$ cat src/rtl/proc_pkg.sv
// rtl/proc_pkg.sv - shared opcodes, FSM states and instruction field positions
package proc_pkg;

    localparam logic [1:0] OP_LDI  = 2'b00;
    localparam logic [1:0] OP_HALT = 2'b01;
    localparam logic [1:0] OP_JMP  = 2'b10;
    localparam logic [1:0] OP_ADD  = 2'b11;

    localparam int OP_MSB  = 7;
    localparam int OP_LSB  = 6;
    localparam int RD_MSB  = 5;
    localparam int RD_LSB  = 4;
    localparam int RA_MSB  = 3;
    localparam int RA_LSB  = 2;
    localparam int RB_MSB  = 1;
    localparam int RB_LSB  = 0;
    localparam int IMM_MSB = 3;
    localparam int IMM_LSB = 0;

    typedef enum logic [2:0] {
        S_IDLE,
        S_FETCH,
        S_DECODE,
        S_EXECUTE,
        S_WAIT,
        S_HALTED
    } state_t;

endpackage

$ cat src/rtl/proc_decode.sv
// rtl/proc_decode.sv - combinational split of the instruction register into fields and opcode flags
module proc_decode
    import proc_pkg::*;
(
    input  logic [7:0] ir_i,
    output logic [1:0] rd_o,
    output logic [1:0] ra_o,
    output logic [1:0] rb_o,
    output logic [3:0] imm_o,
    output logic       is_ldi_o,
    output logic       is_halt_o,
    output logic       is_jmp_o,
    output logic       is_add_o
);

    logic [1:0] opcode;

    assign opcode    = ir_i[OP_MSB:OP_LSB];
    assign rd_o      = ir_i[RD_MSB:RD_LSB];
    assign ra_o      = ir_i[RA_MSB:RA_LSB];
    assign rb_o      = ir_i[RB_MSB:RB_LSB];
    assign imm_o     = ir_i[IMM_MSB:IMM_LSB];

    assign is_ldi_o  = (opcode == OP_LDI);
    assign is_halt_o = (opcode == OP_HALT);
    assign is_jmp_o  = (opcode == OP_JMP);
    assign is_add_o  = (opcode == OP_ADD);

endmodule

$ cat src/rtl/proc_seq.sv
// rtl/proc_seq.sv - fetch/decode/execute sequencer owning the PC, three cycles per instruction
module proc_seq
    import proc_pkg::*;
#(
    parameter logic [3:0] RESET_PC = 4'd0
)
(
    input  logic       clk,
    input  logic       rst,
    input  logic       start,
    input  logic       step_en,
    input  logic       step,
    output logic [3:0] rom_addr,
    input  logic [7:0] rom_data,
    output logic [1:0] rf_raddr_a,
    output logic [1:0] rf_raddr_b,
    output logic       rf_we,
    output logic [1:0] rf_waddr,
    output logic       wsel_imm,
    output logic [3:0] imm,
    output logic       alu_add,
    output logic [3:0] pc,
    output logic       busy,
    output logic       halted
);

    state_t     state_q;
    logic [3:0] pc_q;
    logic [7:0] ir_q;

    logic [1:0] dec_rd;
    logic [1:0] dec_ra;
    logic [1:0] dec_rb;
    logic [3:0] dec_imm;
    logic       is_ldi;
    logic       is_halt;
    logic       is_jmp;
    logic       is_add;

    proc_decode u_decode (
        .ir_i      (ir_q),
        .rd_o      (dec_rd),
        .ra_o      (dec_ra),
        .rb_o      (dec_rb),
        .imm_o     (dec_imm),
        .is_ldi_o  (is_ldi),
        .is_halt_o (is_halt),
        .is_jmp_o  (is_jmp),
        .is_add_o  (is_add)
    );

    always_ff @(posedge clk or posedge rst) begin
        if (rst) begin
            state_q <= S_IDLE;
            pc_q    <= RESET_PC;
            ir_q    <= 8'h00;
        end else begin
            case (state_q)
                S_IDLE: begin
                    if (start) begin
                        pc_q    <= RESET_PC;
                        state_q <= S_FETCH;
                    end
                end
                S_FETCH: begin
                    ir_q    <= rom_data;
                    state_q <= S_DECODE;
                end
                S_DECODE: begin
                    state_q <= S_EXECUTE;
                end
                S_EXECUTE: begin
                    if (is_halt) begin
                        state_q <= S_HALTED;
                    end else begin
                        pc_q    <= is_jmp ? dec_imm : pc_q + 4'd1;
                        state_q <= step_en ? S_WAIT : S_FETCH;
                    end
                end
                // Dropping step_en while parked behaves like an implicit step.
                S_WAIT: begin
                    if (!step_en || step) begin
                        state_q <= S_FETCH;
                    end
                end
                S_HALTED: begin
                    if (start) begin
                        pc_q    <= RESET_PC;
                        state_q <= S_FETCH;
                    end
                end
                default: begin
                    state_q <= S_IDLE;
                end
            endcase
        end
    end

    // Every output decodes from state_q/ir_q/pc_q; rom_data only ever reaches ir_q.
    assign rom_addr   = pc_q;
    assign pc         = pc_q;
    assign rf_raddr_a = dec_ra;
    assign rf_raddr_b = dec_rb;
    assign rf_waddr   = dec_rd;
    assign imm        = dec_imm;
    assign rf_we      = (state_q == S_EXECUTE) && (is_ldi || is_add);
    assign wsel_imm   = (state_q == S_EXECUTE) && is_ldi;
    assign alu_add    = (state_q == S_EXECUTE) && is_add;
    assign busy       = (state_q == S_FETCH) || (state_q == S_DECODE) ||
                        (state_q == S_EXECUTE) || (state_q == S_WAIT);
    assign halted     = (state_q == S_HALTED);

endmodule

$ cat config.mk
export PLATFORM = sky130hd
export DESIGN_NAME = proc_seq
export DESIGN_NICKNAME = d
export VERILOG_FILES = /design/src/rtl/proc_pkg.sv /design/src/rtl/proc_decode.sv /design/src/rtl/proc_seq.sv
export SDC_FILE = /design/constraint.sdc
export NUM_CORES = 1
export LEC_CHECK = 0
export CAP_MARGIN = 20
export CORE_MARGIN = 3
export CORE_UTILIZATION = 25
export CTS_CLUSTER_DIAMETER = 100
export DETAILED_ROUTE_END_ITERATION = 8
export HOLD_SLACK_MARGIN = 0.1
export PLACE_DENSITY = 0.59
export SLEW_MARGIN = 25
export SYNTH_ARGS = -nofsm -noshare
export SYNTH_HDL_FRONTEND = slang
export SYNTH_HIERARCHICAL = 1
export SYNTH_SLANG_ARGS = --single-unit
$ cat constraint.sdc
create_clock -name clk -period 1.6 [get_ports clk]
set_input_delay 0.32 -clock clk [delete_from_list [all_inputs] [get_ports clk]]
set_output_delay 0.32 -clock clk [all_outputs]
set_load 0.05 [all_outputs]
== Yosys cells after proc, flatten, opt, wreduce, memory -nomap -nowiden ==
Cells that the tools add are included.
Widths: inputs -> output; s select.

* Add/sub/neg operators: 1
* Multiply operators: 0
* Div/mod/pow operators: 0
* Magnitude comparators: 0
* Equality and inequality tests: 11
* Shift operators: 0
* Mux-type cells: 9
* Bitwise operators: 0
* Reductions and logical operators: 15

{| class="wikitable"
|+ Operators by type and width
! cell !! count
|-
| $pmux 3 s5 || 1
|-
| $mux 3 || 4
|-
| $mux 4 || 3
|-
| $pmux 4 s2 || 1
|-
| $eq 3x2->1 const B || 2
|-
| $eq 3x3->1 const B || 2
|-
| $logic_or 1x1->1 || 5
|-
| $add 4x1->4 const B || 1
|-
| $eq 2x2->1 const B || 2
|-
| $ne 2x2->1 const B || 2
|-
| $eq 3x1->1 const B || 1
|-
| $logic_and 1x1->1 || 3
|-
| $logic_not 3->1 || 1
|-
| $reduce_and 3->1 || 1
|-
| $eq 2x1->1 const B || 1
|-
| $logic_not 2->1 || 1
|-
| $ne 2x1->1 const B || 1
|-
| $reduce_and 2->1 || 1
|-
| $reduce_bool 2->1 || 1
|-
| $reduce_or 2->1 || 1
|-
| $logic_not 1->1 || 1
|}

* Register bits: 15
* Bits in latches: 0
* Bits in writable memories: 0
* ROM bits: 0
* Output and inout bits: 23
* Word-level logic and storage cells: 39
* Memories kept: 0

== Logic depth before layout (Yosys ltp) ==
* Word-level depth: 4
* Mapped depth: 5
* Gate-level depth less buffers: 4

== Modules after synthesis ==
The synthesis kept the hierarchy.

{| class="wikitable"
|+ Modules (own cells, without submodules)
! module !! times used !! cells each !! area each (µm²) !! sequential area each (µm²)
|-
| proc_seq || 1 || 74 || 843.3 || 375.4
|-
| proc_decode || 1 || 14 || 101.3 || 0.0
|}

== Worst setup path after synthesis ==
OpenSTA, ideal clock, no wires.

* Path type: register to output
* Start point: reg state_q[2]
* End point: out rf_we
* Arrival: 1.469 ns
* Data required time: 1.280 ns
* Setup slack: -0.189 ns
* Stages on the path, launching flop included: 4
* Buffers on the path: 1
* Path through: dfrtp_1 > buf_6 > nand3b_1 > a21oi_1

* Cells in the longest elaborated chain, start to end: 2

{| class="wikitable"
|+ Ends and longest elaborated chain
! what !! line !! source
|-
| start: declaration || proc_seq.sv:27 || <nowiki>state_t state_q;</nowiki>
|-
| start signal: assignment || proc_seq.sv:77 || <nowiki>state_q <= step_en ? S_WAIT : S_FETCH;</nowiki>
|-
| $eq 3x2->1 || proc_seq.sv:106 || <nowiki>assign rf_we = (state_q == S_EXECUTE) && (is_ldi || is_add);</nowiki>
|-
| $logic_and 1x1->1 || proc_seq.sv:106 ||
|-
| end: declaration || proc_seq.sv:17 || <nowiki>output logic rf_we,</nowiki>
|}

Every way passes these cells.

== Worst setup path after layout ==
Same ends and word-level chain as after synthesis.

==> results.txt <==
Synth area leader - dfrtp_1
initial antenna violation count - 0
io pins - 36
Inst Count DP - 157
Wirelength per Cell - 12.5 um
Clk pin slew, worst setup/hold paths - 0.07 ns
dpl cell area - 1480 um2
crit path DAT - 1.29 ns
fin crit share - 100%
top_reg_cell synth - dfrtp_1
status - complete, but fails checks
chain of cells forming the critical path - nand3b_1, a21oi_2, buf_12
startpoint types - flip-flop
Core ar. - 3490 um2
DRC marker count from the first detailed-route iteration - 7
CTS HTree Levels - 1
asr flop ratio synth - 100%
post-synthesis cell count - 88
failing checks - negative setup slack
Clock Skews - 0.00324 ns
Post-layout nets - 138
yosys warns - 6
layout cells sized above 1 - 55.3%
number of diodes - 0
cell area after layout - 1610 um2
RSZ-0062 raised after global routing - yes
Vias - 751
full die area - 4550 um2
vias in the first global route - 788
first-pass GRT wire length - 3680 um
Synth area leaders - dfrtp_1 (40%), buf_4 (12%), mux2_2 (11%)
post-synth top area share - 39.7%
CP max FO - 4
Final ANT Viol Nets - 0
pin count of the biggest net entering global routing - 16
CTS Buffer Depth - 2
Yosys reg bits - 15
fillers - 321
fin worst setup slack - -0.00657 ns
cell family with most CP delay - flip-flops
post-place setup slack - -0.00402 ns
Slowest Stage Delay on Critical Path - 0.40 ns
Die Width - 67.5 um
Initial Utilization - 27.0%
syn_nets - 102
Num Clock Sinks - 15
Worst setup EP type - output pin
Slowest-stage cell, CP - dfrtp_2
Rel. slew slack - 79.7%
CTS tree - built
Final Hold Viols - 0
Unique masters post-synth - 33
max-cap violations - 0
Avg Synthesized Cell Area - 10.7 um2
Setup TNS - -0.00657 ns
cell row count - 21
cts bufs inserted - 3
DR pass1 iterations - 4
hpwl dp - 1600 um
I/O Buffers - 35
Overall Global Routing Usage - 10.4%
fmax - 622 MHz
CP Buf/Inv Count - 1
Layout area overhead - 70.2%
Root Driver - clkbuf_8
worst slew pin tran - 0.304 ns
number of cells on the critical path - 3
Worst EP required - 1.28 ns
vias per cell - 4.44
register area share after synthesis - 39.7%
post-layout min period - 1.61 ns
Post-synth EDFFs - 0
synthesized cell area - 945 um2
crit path kind - reg2out
final wirelength - 2120 um
drc violations - 0
routability cong. - 0.737
Register-to-Register Path Depth - 5
Post-Layout Cell Count - 169
Die Y - 67.5 um
Hold-fix buffers, CTS - 0
gr ovfl total - 0
worst-skew pair later-pin latency - 0.25 ns
Final Max Slew Viols - 0
Setup violations, final - 1
min-delay worst type - in2async
synth_stat cells, types with 3 or more instances:
library cell	n
nor2_1	7
dfrtp_1	15
buf_4	15
a21oi_1	3
inv_1	5
mux2_2	9
kinds of logic (layout without fill, tap and decap cells):
family                     Yosys count  in the layout  share of synthesized area [%]
muxes                                9              9                           10.7
and+or+nand+nor                     23             23                           17.6
buffers and inverters               23             58                           16.8
xor gates and xnor gates             2              2                           1.85
DFF                                 15             15                           39.7
adders and majority gates            1              1                           1.32
AOI/OAI and AO/OA                   15             15                           11.9
per-layer routing:
metal / track usage [%] / wire (um) / share of wire [%] / up-vias
met5: 0 / 0 / 0 / -
met4: 3.29 / 17 / 0.80 / 0
met3: 3.33 / 163 / 7.7 / 2
met2: 17.6 / 1050 / 50 / 26
met1: 12.3 / 887 / 42 / 360
li1: - / - / - / 363
worst register-to-register path, stage by stage, from the launching register on:
cell and delay, ns:
dfrtp_2 0.45, buf_4 0.15, buf_4 0.14, nor3b_4 0.20
buf_12 0.15, mux2_2 0.32
sequential cells by signal (all words and copies together) (netlist names):
signal	count
ir_q	8
state_q	3
pc	4
layout by cell type (no fill, tap or decap), types with 2 or more instances in the layout:
cell type | Yosys | final
clkbuf_8 | 0 | 3
dfrtp_2 | 0 | 5
mux2_2 | 9 | 9
nor2_2 | 0 | 2
a21boi_0 | 2 | 2
dfrtp_1 | 15 | 10
nor2_1 | 7 | 5
buf_12 | 0 | 22
a22o_1 | 2 | 2
a21oi_1 | 3 | 2
nand2_1 | 2 | 2
o21ai_0 | 2 | 2
inv_1 | 5 | 5
buf_4 | 15 | 15
nor3b_1 | 2 | 2
clkdlybuf4s50_1 | 0 | 12
repair_timing:
| action | CTS | global route |
|---|---|---|
| buffers inserted | 6 | 2 |
| pin swaps | 1 | 1 |
| resized for setup | 5 | 1 |
| setup endpoints to repair | 4 | 5 |
stage by stage:
step	utilization, %	hold WS (ns)
5_1_grt	46.0	0.375
6_report	46.0	0.369
3_5_place_dp	42.4	0.513
3_3_place_gp	42.4	0.496
2_1_floorplan	-	0.221
4_1_cts	45.4	0.371
cell type report:
cell class | instances | area, um2 | share of cell area [%]
repair buffers | 49 | 673 | 41.9
multi-input cells | 50 | 428 | 26.6
flip-flops and latches | 15 | 382 | 23.7
well taps | 46 | 57.6 | 3.58
clock buffers | 3 | 41.3 | 2.57
inverters | 5 | 18.8 | 1.17
clock inverters | 1 | 7.51 | 0.467
final timing paths:
path,startpoint,end,slack [ns]
max,state_q[2],rf_we,-0.007
min,rst,ir_q[4],0.37
max reg2reg,state_q[1],ir_q[6],0.07
min reg2reg,ir_q[4],ir_q[4],0.53
max in group asynchronous,rst,state_q[0],1.04
min in group clk,ir_q[4],ir_q[4],0.53
Power is not shown: default switching activity piles up to over one toggle a cycle in this logic, so the estimate is an artifact.
